File: src/rtl/sdhc_timeout_unit_if.sv
// Control/status bundle between the SD host core and the timeout unit.
// The host side drives the per-channel controls; the unit reports channel status.
interface sdhc_timeout_unit_if #(
    parameter int NUM_CH = 3
) ();
    logic [NUM_CH-1:0]      start_i;
    logic [NUM_CH-1:0]      stop_i;
    logic [NUM_CH-1:0]      pause_i;
    logic [NUM_CH-1:0][3:0] exp_i;
    logic [NUM_CH-1:0]      clear_i;
    logic [NUM_CH-1:0]      running_o;
    logic [NUM_CH-1:0]      timeout_o;
    logic [NUM_CH-1:0]      timeout_sticky_o;

    modport master (
        output start_i, stop_i, pause_i, exp_i, clear_i,
        input  running_o, timeout_o, timeout_sticky_o
    );

    modport slave (
        input  start_i, stop_i, pause_i, exp_i, clear_i,
        output running_o, timeout_o, timeout_sticky_o
    );
endinterface

File: src/rtl/sdhc_timeout_unit.sv
// Multi-channel transaction timeout counter for the SD host controller.
// Each channel counts shared prescaler ticks up to 2**(BASE_EXP+exp) and flags expiry.
module sdhc_timeout_unit #(
    parameter int NUM_CH   = 3,
    parameter int BASE_EXP = 13,
    parameter int MAX_EXP  = 14,
    parameter int PRESCALE = 1
) (
    input  logic                clk_i,
    input  logic                rst_ni,
    sdhc_timeout_unit_if.slave  bus
);
    localparam int CNT_W = BASE_EXP + MAX_EXP + 1;
    localparam int PW    = (PRESCALE > 1) ? $clog2(PRESCALE) : 1;

    typedef enum logic [1:0] {
        S_IDLE    = 2'd0,
        S_RUN     = 2'd1,
        S_PAUSED  = 2'd2,
        S_EXPIRED = 2'd3
    } state_t;

    logic [PW-1:0] r_presc;
    logic          w_tick;

    assign w_tick = (r_presc == PW'(PRESCALE - 1));

    // Free-running and shared; arming a channel never realigns it.
    always_ff @(posedge clk_i or negedge rst_ni) begin
        if (!rst_ni) begin
            r_presc <= '0;
        end else if (w_tick) begin
            r_presc <= '0;
        end else begin
            r_presc <= r_presc + PW'(1);
        end
    end

    for (genvar g = 0; g < NUM_CH; g++) begin : g_ch
        state_t           r_state, w_state_nx;
        logic [CNT_W-1:0] r_cnt, w_cnt_nx, w_cnt_inc, w_target;
        logic [3:0]       r_thr, w_thr_nx, w_exp_clamp;
        logic             r_to, w_to_nx;
        logic             r_sticky, w_sticky_nx;
        logic             w_expire;

        assign w_exp_clamp = (bus.exp_i[g] > 4'(MAX_EXP)) ? 4'(MAX_EXP) : bus.exp_i[g];
        assign w_cnt_inc   = r_cnt + CNT_W'(1);
        assign w_target    = CNT_W'(1) << (BASE_EXP + int'(r_thr));
        assign w_expire    = (r_state == S_RUN) && w_tick && (w_cnt_inc == w_target);

        always_ff @(posedge clk_i or negedge rst_ni) begin
            if (!rst_ni) begin
                r_state  <= S_IDLE;
                r_cnt    <= '0;
                r_thr    <= '0;
                r_to     <= 1'b0;
                r_sticky <= 1'b0;
            end else begin
                r_state  <= w_state_nx;
                r_cnt    <= w_cnt_nx;
                r_thr    <= w_thr_nx;
                r_to     <= w_to_nx;
                r_sticky <= w_sticky_nx;
            end
        end

        // A RUN-state tick still counts on the cycle pause rises, and PAUSED
        // stays frozen on the release cycle, so the delay equals the pause length.
        always_comb begin
            w_state_nx  = r_state;
            w_cnt_nx    = r_cnt;
            w_thr_nx    = r_thr;
            w_to_nx     = 1'b0;
            w_sticky_nx = r_sticky & ~bus.clear_i[g];
            if (bus.start_i[g]) begin
                w_cnt_nx   = '0;
                w_thr_nx   = w_exp_clamp;
                w_state_nx = bus.pause_i[g] ? S_PAUSED : S_RUN;
            end else if (bus.stop_i[g]) begin
                w_state_nx = S_IDLE;
            end else begin
                case (r_state)
                    S_RUN: begin
                        if (w_tick) begin
                            w_cnt_nx = w_cnt_inc;
                        end
                        if (w_expire) begin
                            w_state_nx  = S_EXPIRED;
                            w_to_nx     = 1'b1;
                            w_sticky_nx = 1'b1;
                        end else if (bus.pause_i[g]) begin
                            w_state_nx = S_PAUSED;
                        end
                    end
                    S_PAUSED: begin
                        if (!bus.pause_i[g]) begin
                            w_state_nx = S_RUN;
                        end
                    end
                    default: begin
                    end
                endcase
            end
        end

        assign bus.running_o[g]        = (r_state == S_RUN) || (r_state == S_PAUSED);
        assign bus.timeout_o[g]        = r_to;
        assign bus.timeout_sticky_o[g] = r_sticky;
    end
endmodule
File: src/flat_wrapper.sv
// flat-port wrapper written by rule: the top's interface ports become plain ports
module sdhc_timeout_unit_flat 
#(
    parameter int NUM_CH   = 3,
    parameter int BASE_EXP = 13,
    parameter int MAX_EXP  = 14,
    parameter int PRESCALE = 1
)
  (clk_i, rst_ni, bus_start_i, bus_stop_i, bus_pause_i, bus_exp_i, bus_clear_i, bus_running_o, bus_timeout_o, bus_timeout_sticky_o);
  sdhc_timeout_unit_if #(.NUM_CH(NUM_CH)) bus_i ();
  input  logic clk_i;
  input  logic rst_ni;
  input wire logic [$bits(bus_i.start_i)-1:0] bus_start_i;
  input wire logic [$bits(bus_i.stop_i)-1:0] bus_stop_i;
  input wire logic [$bits(bus_i.pause_i)-1:0] bus_pause_i;
  input wire logic [$bits(bus_i.exp_i)-1:0] bus_exp_i;
  input wire logic [$bits(bus_i.clear_i)-1:0] bus_clear_i;
  output wire logic [$bits(bus_i.running_o)-1:0] bus_running_o;
  output wire logic [$bits(bus_i.timeout_o)-1:0] bus_timeout_o;
  output wire logic [$bits(bus_i.timeout_sticky_o)-1:0] bus_timeout_sticky_o;
  assign bus_i.start_i = bus_start_i;
  assign bus_i.stop_i = bus_stop_i;
  assign bus_i.pause_i = bus_pause_i;
  assign bus_i.exp_i = bus_exp_i;
  assign bus_i.clear_i = bus_clear_i;
  assign bus_running_o = bus_i.running_o;
  assign bus_timeout_o = bus_i.timeout_o;
  assign bus_timeout_sticky_o = bus_i.timeout_sticky_o;
  sdhc_timeout_unit #(.NUM_CH(NUM_CH), .BASE_EXP(BASE_EXP), .MAX_EXP(MAX_EXP), .PRESCALE(PRESCALE)) u_core (.clk_i(clk_i), .rst_ni(rst_ni), .bus(bus_i));
endmodule
File: config.mk
export PLATFORM = sky130hd
export DESIGN_NAME = sdhc_timeout_unit_flat
export DESIGN_NICKNAME = d
export VERILOG_FILES = /design/src/rtl/sdhc_timeout_unit_if.sv /design/src/rtl/sdhc_timeout_unit.sv /design/src/flat_wrapper.sv
export SDC_FILE = /design/constraint.sdc
export NUM_CORES = 1
export LEC_CHECK = 0
export ABC_CLOCK_PERIOD_IN_PS = 7600
export BUFFER_PORTS_ARGS = -buffer_cell sky130_fd_sc_hd__buf_2
export CELL_PAD_IN_SITES_DETAIL_PLACEMENT = 0
export CELL_PAD_IN_SITES_GLOBAL_PLACEMENT = 2
export CORE_MARGIN = 2
export CORE_UTILIZATION = 42
export DETAILED_ROUTE_END_ITERATION = 8
export GPL_TIMING_DRIVEN = 0
export PLACE_DENSITY = 0.93
export RECOVER_POWER = 25
export SLEW_MARGIN = 30
export SYNTH_ARGS = -nofsm -noshare
export SYNTH_HDL_FRONTEND = slang
export SYNTH_SLANG_ARGS = --single-unit
File: constraint.sdc
create_clock -name clk_i -period 7.6 [get_ports clk_i]
set_clock_uncertainty 0.1 [all_clocks]
set_input_delay 0.38 -clock clk_i [delete_from_list [all_inputs] [get_ports clk_i]]
set_output_delay 0.38 -clock clk_i [all_outputs]
set_load 0.01 [all_outputs]
==> metrics.cfg, run 1 <==
[pwr]
power_frac_seq_pct=47.2
intPower_mw=0.905
p_leak_nw=3.47
ir_worst_vdd_mv=0.0972
combPwrFrac_pct=15.8
pwr-share-clk_pct=37.1
p_switching_mw=0.376
power_mw=1.28
swShare_pct=29.4
p_per_area_mw_per_mm2=145

[min_path]
whs_endpoint=u_core.g_ch[1].r_sticky
hp-start=bus_clear_i[1]
min_path_type=input port to flip-flop
holdPathStages=2

[critical_path]
crit_path_end_kind=flip-flop
cpMostUsedCell=nand4_1
path_cells=clkbuf_1 -> nand4_1 -> nor3_1 -> nand3_1 -> a221oi_1 -> nand4_1 -> nor4_1 -> a21oi_1 -> o21ai_1 -> mux2_1
critical_path.max_stage_delay_ns=0.57
cp-start-kind=flip-flop
cp.buffers_inverters=1
crit_type=flip-flop to flip-flop
crit_required_ns=7.74
r2r-end=u_core.g_ch[0].r_state[1]
crit_path_top_delay_cell=nor4_1
reg2reg_slack_ns=3.93
reg2reg_depth=10
r2r_start=u_core.g_ch[0].r_cnt[18]
worst-path-max-fanout=9
critPathTopFamily=simple AND/OR/NAND/NOR gates
critical_path_arrival_ns=3.81

[place]
place_hpwl_um=14400
gp_congestion=0.876
io_buffer_count=31
placedInstanceArea_mm2=0.00852

[global_route]
first_global_vias=6673
antenna_found_initial=0
grt_max_degree=64
grt_use_total_pct=20.4
grt.overflow.total=0
grt_pass1_wl_um=33700

[yosys]
yosysUniqueCellTypes=72
synth_area_mm2=0.00804
syn_avg_cell_area_um2=8.23
netlist_instances=977
postSynth.asyncResetShare_pct=100
ys_warn_count=0
ys_seq_area_share_pct=33.6
syn-num-nets=1012
ys.flop_type=dfrtp_1
synth_edf_count=0
synth-seq-cells=108

[final_layout]
area_growth_pct=9.67
final_nets=1056
post-route-util_pct=47.0
design_area_mm2=0.00881
fillers=1904
drive_gt1_share_pct=8.87
num_antenna_cells=0

[timing]
hold_viol=0
setup-violations-final=0
slew_violations=46
period_needed_ns=3.67
tns_ns=0
whs_ns=0.0753
worst_pin_slew_ns=2.71
slew_headroom_pct=-80.8
fmax_mhz=273
rsz0062_at_grt=false
fin_crit_sh_pct=48.3

[floorplanning]
die_h_um=142
pin_count=35
rows=50
initial_core_util_pct=42.8
core-area_mm2=0.0188
die_area_mm2=0.0203
fp.dieW_um=142

[cts]
cts_tree=done
insertion_delay_ns=0.36
numCtsBuffers=9
ctsResizeCount=0
cts-root-buf=clkbuf_16
cts.sinks=108
clk_path_buf_depth=2
cts_htree_levels=3
clkSlewWorstSetupHoldPaths_ns=0.08

[route]
antenna_left=0
post-route-drc-count=0
vias=7034
drt_iter0_drc=420
routed_wl_um=19700
via_per_inst=5.58
dr.pass1.iters=5
wl_per_cell_um=15.7

[outcome]
status=complete, but fails checks
violations=max-capacitance violations, max-slew violations

[flow_run]
maxCapViolCount=1

synth_stat cells, drive strengths merged (7+ instances only):
cell type	count	share of area, %
nor4b	11	1.2
inv	35	1.6
nand2b	11	0.86
nand3b	7	0.65
nor4	23	1.8
nor2b	7	0.54
xor2	63	6.9
mux2	13	1.9
nand2	73	3.4
and3	15	1.2
clkbuf	49	2.3
nand4	42	3.5
or3	29	2.3
and2	10	0.78
nor3	38	2.4
a21oi	30	1.9
buf	25	1.7
dfrtp	108	34
ha	9	1.4
nand4b	9	0.98
nand3	59	3.9
nor2	109	5.1
a31oi	10	0.78
mux2i	8	1.0
xnor2	62	6.8
and4	7	0.76
o21ai	40	2.5
nor4bb	9	1.1
layout make-up:
| type | instances | area (um^2) | area share (%) |
|---|---|---|---|
| plain buffers | 74 | 324 | 3.68 |
| clock buffers | 10 | 239 | 2.71 |
| clock inverters | 6 | 53.8 | 0.610 |
| inverters | 35 | 131 | 1.49 |
| multi-input cells | 760 | 4880 | 55.4 |
| flip-flops and latches | 108 | 2700 | 30.7 |
| well taps | 234 | 293 | 3.32 |
| repair buffers | 33 | 191 | 2.17 |
per-layer routing:
metal | global-route usage (%) | up-vias | part of all wire, %
met2 | 33.3 | 88 | 46
li1 | - | 3562 | -
met3 | 3.10 | 12 | 2.7
met1 | 28.9 | 3372 | 50
met5 | 0 | - | 0
met4 | 4.43 | 0 | 1.1
power by group through the flow:
stage	Sequential (mW)	Clock [mW]	Combinational [mW]
2_1_floorplan	0.611	0	0.137
3_3_place_gp	0.615	0	0.201
3_5_place_dp	0.615	0	0.204
4_1_cts	0.604	0.494	0.205
5_1_grt	0.607	0.512	0.228
6_report	0.604	0.475	0.202
worst max path at each step:
stage	from	endpoint	cells past startpoint
after global placement	u_core.g_ch[2].r_cnt[6]	u_core.g_ch[2].r_state[0]	10
after detailed placement	u_core.g_ch[2].r_cnt[6]	u_core.g_ch[2].r_state[0]	10
after CTS	u_core.g_ch[2].r_cnt[6]	u_core.g_ch[2].r_state[0]	10
after floorplan	u_core.g_ch[1].r_cnt[0]	u_core.g_ch[1].r_state[0]	11
final	u_core.g_ch[0].r_cnt[18]	u_core.g_ch[0].r_state[1]	10
after global routing	u_core.g_ch[2].r_cnt[6]	u_core.g_ch[2].r_state[0]	10
kinds of logic after synthesis:
kind of cell | after synthesis | share of synthesized area (%)
AND/OR/NAND/NOR | 469 | 31.4
AO/OA/AOI/OAI | 135 | 11.1
XOR/XNOR | 125 | 13.6
buffers and inverters | 109 | 5.67
flip-flops | 108 | 33.6
multiplexers | 22 | 3.19
adder cells (fa/ha/maj) | 9 | 1.40
registers in the layout, indices dropped and copies added (netlist names):
name / flops
u_core.g_ch.r_state: 6
u_core.g_ch.r_cnt: 84
u_core.g_ch.r_sticky: 3
u_core.g_ch.r_thr: 12
u_core.g_ch.r_to: 3
placed cells by master, fill, tap and decap left out, types with 8 or more instances in the layout:
master,netlist,layout
or3_1,29,29
nor2_1,109,109
nand2_1,73,73
nand2b_1,11,11
nor4_1,23,23
nand4b_1,9,9
buf_4,8,8
mux2_2,9,9
xnor2_1,62,62
inv_1,35,35
nor4b_1,11,11
ha_1,9,9
nand4_1,41,41
clkbuf_1,48,49
clkbuf_16,0,9
and3_1,15,15
nand3_1,56,56
a31oi_1,10,10
buf_2,12,42
nor3_1,37,37
a21oi_1,30,30
and2_1,9,9
dfrtp_1,108,108
o21ai_0,36,36
mux2i_1,8,8
xor2_1,63,63
nor4bb_1,9,9
timing repair:
| action | in CTS | in global routing |
|---|---|---|
| hold endpoints to repair | 45 | 0 |
| hold buffers | 1 | 0 |
| buffers inserted | 0 | 0 |
| endpoints found under the setup margin | 0 | 0 |
through the flow:
stage	worst slack, ns	cells
floorplan	4.48	977
finish	3.93	1260
global placement	4.01	1242
detailed placement	3.96	1243
CTS	3.96	1260
global route	3.66	1260
Note: power is estimated with default switching activity, not from simulation.
==> run 2: changes to the inputs <==
- ABC_AREA: unset -> 1
- ABC_CLOCK_PERIOD_IN_PS: 7600 -> 3180
- CORE_UTILIZATION: 42 -> 31
- PLACE_DENSITY: 0.93 -> 0.84
- clock period: 7.6 -> 3.18 ns (I/O delays scaled with it)
==> metrics.cfg, run 2 <==
[outcome]
status=complete, but fails checks
violations=max-capacitance violations, max-slew violations

[critical_path]
critical_path.max_stage_delay_ns=0.44  ; -0.13 ns
r2r_start=u_core.g_ch[1].r_cnt[1]
cp-start-kind=flip-flop
crit_required_ns=3.33  ; -4.41 ns
critPathLaunch=u_core.g_ch[1].r_cnt[1]
worst-path-max-fanout=5  ; -4
critical_path_arrival_ns=2.91  ; -0.90 ns
path_cells=ha_1 -> nand3_1 -> nor2_1 -> nand4_1 -> nand2_1 -> nand2_1 -> nand2_1 -> nand2_1 -> nor2_1 -> nand2_1 -> nor2_1 -> nand4_1 -> nand2_1 -> nand2_1 -> nand2_1 -> nand2_1
crit_type=flip-flop to flip-flop
cpMostUsedCell=nand2_1
crit_path_top_delay_cell=dfrtp_1
crit_path_end_kind=flip-flop

[timing]
tns_ns=0  ; unchanged
setup_ws_ns=0.422  ; -3.51 ns
rsz0062_at_grt=false
fin_crit_sh_pct=86.7  ; +38 points
worst_pin_slew_ns=2.22  ; -0.493 ns
period_needed_ns=2.76  ; -0.910 ns
setup-violations-final=0  ; unchanged
slew_headroom_pct=-47.9  ; +33 points
fmax_mhz=363  ; +33%
whs_ns=0.0275  ; -0.0478 ns
slew_violations=43  ; -6.5%
hold_viol=0  ; unchanged

[yosys]
yosysUniqueCellTypes=35  ; -51%
yosys.area.top_type=dfrtp_1
yosysMostFrequentCell=nand2_1
ys.flop_type=dfrtp_1
synth_top_area_share_pct=30.9  ; -2.8 points
synth_area_mm2=0.00876  ; +9.0%
netlist_instances=1457  ; +49%
syn-num-nets=1492  ; +47%
synth_commonest_cells=507 x nand2_1, 203 x nor2_1, 196 x inv_1
yosys-top-cells-area=dfrtp_1 31%, nand2_1 22%, nand3_1 8.8%, nor2_1 8.7%, inv_1 8.4%
postSynth.asyncResetShare_pct=100  ; unchanged
ys_warn_count=0  ; unchanged
syn_avg_cell_area_um2=6.01  ; -27%
synth_edf_count=0  ; unchanged
synth-seq-cells=108  ; unchanged
ys_seq_area_share_pct=30.9  ; -2.8 points

[final_layout]
final-seq-area_mm2=0.00270  ; unchanged
final_cell_count_no_fill=1900  ; +51%
post-route-util_pct=35.5  ; -11 points
num_antenna_cells=0  ; unchanged
layout_commonest_cell=nand2_1
reg.largest.list=u_core.g_ch.r_cnt (84), u_core.g_ch.r_thr (12), u_core.g_ch.r_state (6)
area_growth_pct=12.7
layout_common_cells=507 x nand2_1, 203 x nor2_1, 196 x inv_1, 154 x nand3_1, 108 x dfrtp_1
largest-register=u_core.g_ch.r_cnt
final_nets=1554  ; +47%
multiInputGateArea_mm2=0.00520  ; +6.6%
drive_gt1_share_pct=7.36  ; -1.5 points
fillers=3134  ; +65%
design_area_mm2=0.00987  ; +12%
largest_reg_flops=84  ; unchanged

[place]
dpl_worst_slack_ns=0.488  ; -3.48 ns
placedInstanceArea_mm2=0.00944  ; +11%
place_hpwl_um=22300  ; +56%
dp.cells=1870  ; +50%
io_buffer_count=34  ; +9.7%
gp_congestion=0.884  ; +0.84%

[cts]
numCtsBuffers=9  ; unchanged
post_cts_buffers=0  ; unchanged
insertion_delay_ns=0.36  ; about the same
cts_tree=done
clkSlewWorstSetupHoldPaths_ns=0.07  ; about the same
cts-root-buf=clkbuf_16
cts_htree_levels=3  ; unchanged
cts.sinks=108  ; unchanged
clk_path_buf_depth=2  ; unchanged

[route]
drt_iter0_drc=662  ; +58%
wl_per_cell_um=14.8  ; -5.6%
routed_wl_um=28100  ; +42%
antenna_left=0  ; unchanged
dr.pass1.iters=6  ; +1
vias=9089  ; +29%
via_per_inst=4.78  ; -14%
post-route-drc-count=0  ; unchanged

[flow_run]
maxCapViolCount=1  ; unchanged

[pwr]
intPower_mw=2.16  ; +140%
power_frac_seq_pct=46.5  ; -0.7 points
pwr-share-clk_pct=36.7  ; -0.4 points
p_per_area_mw_per_mm2=314  ; +120%
combPwrFrac_pct=16.8  ; +1.0 points
p_switching_mw=0.945  ; +150%
power_mw=3.10  ; +140%
swShare_pct=30.5  ; +1.1 points
p_leak_nw=4.57  ; +32%
ir_worst_vdd_mv=0.235  ; +140%

[floorplanning]
core-area_mm2=0.0278  ; +48%
die_h_um=172  ; +21%
rows=61  ; +22%
pin_count=35  ; unchanged
die_area_mm2=0.0296  ; +46%
fp.dieW_um=172  ; +21%
initial_core_util_pct=31.5  ; -11 points

[global_route]
grt_pass1_wl_um=45800  ; +36%
grt_max_degree=67  ; +4.7%
antenna_found_initial=0  ; unchanged
grt.overflow.total=0  ; unchanged
first_global_vias=8791  ; +32%
grt_use_total_pct=19.9  ; -0.49 points

[min_path]
min_path_type=input port to flip-flop
hp-start=bus_stop_i[2]

run 2: changes by cell type in the layout (fill, tap and decap cells not counted), sizes merged, moves of 36 or more:
cell   previous run  this run
xnor2            62         2
nor2            109       232
o22ai             2        38
nand2            73       531
o21ai            40        82
inv              39       197
xor2             63         5
nand3            59       155
run 2: repair_timing:
item                       in CTS  in global routing
setup endpoints to repair       0                  0
hold buffers                   16                  0
hold endpoints to repair       58                  0
resized for setup               0                  0
run 2: cell families after synthesis:
family | share of synthesized area [%]
compound gates | 7.96
xor+xnor | 0.786
fa+ha+maj | 1.29
buf+inv | 9.77
flops | 30.9
mux | 0.114
simple gates | 49.2
run 2: final cells by class:
cell class | count | area share, %
multi-input cells | 1129 | 52.7
clock inverters | 2 | 0.101
flip-flops and latches | 108 | 27.4
well taps | 378 | 4.79
plain buffers | 23 | 1.18
inverters | 197 | 7.49
repair buffers | 51 | 3.68
clock buffers | 12 | 2.70
run 2: power by group through the flow:
stage	logic, mW	registers [mW]	clock network, mW
finish	0.521	1.44	1.14
CTS	0.530	1.44	1.20
global placement	0.509	1.47	0
global route	0.598	1.45	1.24
floorplan	0.311	1.46	0
detailed placement	0.513	1.47	0
run 2: path summary, 6_finish.rpt:
| path | end | slack (ns) | cells after the start |
|---|---|---|---|
| min reg2reg | u_core.g_ch[0].r_state[1] | 0.41 | 2 |
| max | u_core.g_ch[1].r_state[1] | 0.42 | 16 |
| max in group asynchronous | u_core.g_ch[0].r_thr[1] | 0.69 | 2 |
| min | u_core.g_ch[2].r_to | 0.03 | 4 |
| min in group asynchronous | u_core.g_ch[2].r_cnt[23] | 0.99 | 2 |
| max reg2reg | u_core.g_ch[1].r_state[1] | 0.42 | 16 |
run 2: routing by layer:
metal  vias up  track usage (%)  share of wire, %
met5         -                0                 0
met4         0             5.04               1.5
met3        29             2.43               3.3
met2       164             31.8                45
met1      4134             28.6                51
li1       4762                -                 -
run 2: critical path: cells and delay by family (launching register included):
| family | cells | cell delay (ns) |
|---|---|---|
| AND/OR/NAND/NOR | 15 | 1.85 |
| flip-flops | 1 | 0.44 |
| adder cells (fa/ha/maj) | 1 | 0.25 |
==> run 3: changes to the inputs <==
- BUFFER_PORTS_ARGS: -buffer_cell sky130_fd_sc_hd__buf_2 -> unset
- CORE_ASPECT_RATIO: unset -> 0.5
- CORE_UTILIZATION: 31 -> 32
- DONT_BUFFER_PORTS: unset -> 1
- MAX_ROUTING_LAYER: unset -> met4
==> metrics.cfg, run 3 (same netlist as run 2, synthesis figures left out) <==
[cts]
clk_path_buf_depth=2  ; unchanged
numCtsBuffers=9  ; unchanged
cts_htree_levels=3  ; unchanged
cts_tree=done
insertion_delay_ns=0.39  ; +0.03 ns
cts-root-buf=clkbuf_16
cts.sinks=108  ; unchanged
clkSlewWorstSetupHoldPaths_ns=0.08  ; about the same

[critical_path]
reg2reg_slack_ns=0.18  ; -0.24 ns
critical_path_arrival_ns=3.22  ; +0.31 ns
crit_path_end_kind=flip-flop
critical_path.max_stage_delay_ns=0.56  ; +0.12 ns
worst-path-max-fanout=6  ; +1
crit_type=flip-flop to flip-flop
crit_path_top_delay_cell=dlygate4sd3_1
cp.buffers_inverters=2  ; +2
cpMostUsedCell=nand2_1
crit_required_ns=3.40  ; +0.07 ns
critPathTopFamily=simple AND/OR/NAND/NOR gates
cp-start-kind=flip-flop
path_cells=ha_1 -> nand3_2 -> inv_2 -> nand2_1 -> nor2_2 -> nand2_1 -> nand2_1 -> nand2_2 -> xnor2_2 -> nand2_1 -> nor2_2 -> nand3_1 -> o21ai_0 -> dlygate4sd3_1

[floorplanning]
rows=42  ; -31%
die_h_um=121  ; -30%
pin_count=35  ; unchanged
core-area_mm2=0.0266  ; -4.1%
die_area_mm2=0.0288  ; -2.8%
fp.dieW_um=238  ; +38%
initial_core_util_pct=32.9  ; +1.3 points

[pwr]
swShare_pct=31.4  ; +0.90 points
p_switching_mw=1.00  ; +5.8%
p_leak_nw=4.48  ; -2.0%
combPwrFrac_pct=15.6  ; -1.2 points
p_per_area_mw_per_mm2=324  ; +3.1%
pwr-share-clk_pct=39.2  ; +2.5 points
intPower_mw=2.19  ; +1.4%
power_frac_seq_pct=45.2  ; -1.3 points
ir_worst_vdd_mv=0.256  ; +9.2%

[final_layout]
largest-register=u_core.g_ch.r_cnt
drive_gt1_share_pct=6.12  ; -1.2 points
layout_common_cells=506 x nand2_1, 198 x nor2_1, 196 x inv_1, 154 x nand3_1, 107 x dfrtp_1
final_nets=1534  ; -1.3%
reg.largest.list=u_core.g_ch.r_cnt (84), u_core.g_ch.r_thr (12), u_core.g_ch.r_state (6)
layout_commonest_cell=nand2_1
largest_reg_flops=84  ; unchanged
area_growth_pct=12.3
final_cell_count_no_fill=1857  ; -2.3%

[outcome]
status=complete, but fails checks
violations=max-capacitance violations, max-slew violations

[route]
via_per_inst=5.02  ; +4.9%
antenna_left=0  ; unchanged
routed_wl_um=28600  ; +1.6%
vias=9318  ; +2.5%
post-route-drc-count=0  ; unchanged
wl_per_cell_um=15.4  ; +4.0%
dr.pass1.iters=6  ; unchanged
drt_iter0_drc=601  ; -9.2%

[timing]
fmax_mhz=333  ; -8.0%
setup-violations-final=0  ; unchanged
slew_violations=109  ; +150%
slew_headroom_pct=-14.4  ; +34 points
fin_crit_sh_pct=94.3  ; +7.6 points
period_needed_ns=3.00  ; +0.241 ns
setup_ws_ns=0.181  ; -0.241 ns
worst_pin_slew_ns=1.72  ; -0.504 ns
hold_viol=0  ; unchanged
tns_ns=0  ; unchanged

[global_route]
grt_use_total_pct=21.2  ; +1.2 points
grt_max_degree=109  ; +63%
antenna_found_initial=1  ; +1
grt.overflow.total=0  ; unchanged
grt_pass1_wl_um=45900  ; +0.26%
first_global_vias=8916  ; +1.4%

[place]
dpl_worst_slack_ns=0.442  ; -0.0458 ns
gp_congestion=0.889  ; +0.63%
io_buffer_count=0  ; -100%
place_hpwl_um=22100  ; -0.93%
dp.cells=1809  ; -3.3%

[min_path]
min_path_type=input port to flip-flop

[flow_run]
maxCapViolCount=1  ; unchanged

## run 3: cell types whose count changed in the layout (fill, tap and decap cells not counted), sizes merged
cell          previous run  this run
buf                     39         8
bufinv                   0         1
clkbuf                  30        27
clkinv                   2         3
clkinvlp                 0         2
diode                    0         1
dlygate4sd3             16        29
dlymetal6s4s             1         0
## run 3: worst paths after layout
kind | from | endpoint | cells after the start
max in group asynchronous | rst_ni | u_core.g_ch[1].r_cnt[1] | 2
max reg2reg | u_core.g_ch[2].r_cnt[0] | u_core.g_ch[2].r_sticky | 14
max | u_core.g_ch[2].r_cnt[0] | u_core.g_ch[2].r_sticky | 14
min reg2reg | u_core.g_ch[1].r_state[0] | u_core.g_ch[1].r_state[0] | 2
min | bus_pause_i[2] | u_core.g_ch[2].r_state[0] | 5
min in group asynchronous | rst_ni | u_core.g_ch[2].r_cnt[7] | 2
## run 3: area by class of cell
type | instances | area, um^2
diodes | 1 | 2.50
plain buffers | 23 | 116
clock buffers | 10 | 239
clock inverters | 6 | 63.8
fillers | 2882 | 16800
inverters | 197 | 739
multi-input cells | 1129 | 5220
flip-flops and latches | 108 | 2700
well taps | 352 | 440
repair buffers | 31 | 305
## run 3: power by group through the flow
stage / clock, mW / combinational, mW / sequential, mW
after floorplan: 0 / 0.311 / 1.46
after global placement: 0 / 0.437 / 1.47
after detailed placement: 0 / 0.439 / 1.47
after CTS: 1.28 / 0.507 / 1.44
after global routing: 1.33 / 0.563 / 1.45
final: 1.25 / 0.496 / 1.44
## run 3: repair_timing
item / CTS / global route
hold buffers: 30 / 0
setup buffers: 0 / 1
setup endpoints to repair: 0 / 3
resized for setup: 0 / 9
endpoints found under the hold margin: 143 / 0
## run 3: tightest hold or removal path, stage by stage
cell and delay, ns:
nand2_1 0.03, nand2_1 0.05, nand2_1 0.09, nand3_1 0.10
nand2_1 0.05
## run 3: metal layers
layer	vias to the layer above	share of wire, %	track usage [%]
met5	-	0	-
met4	0	1.9	6.37
met3	40	3.6	3.25
met2	201	50	37.5
met1	4349	44	25.0
li1	4728	-	-
## run 3: through the flow
| step | hold WS (ns) | util (%) | total power [mW] | cell area, um^2 |
|---|---|---|---|---|
| after detailed placement | -0.229 | 34.5 | 1.91 | 9200 |
| after global placement | -0.229 | 34.5 | 1.90 | 9200 |
| final | 0.0184 | 36.9 | 3.19 | 9830 |
| after global routing | 0.0422 | 36.9 | 3.35 | 9830 |
| after floorplan | -0.237 | - | 1.77 | 8760 |
| after CTS | 0.000614 | 36.9 | 3.23 | 9820 |
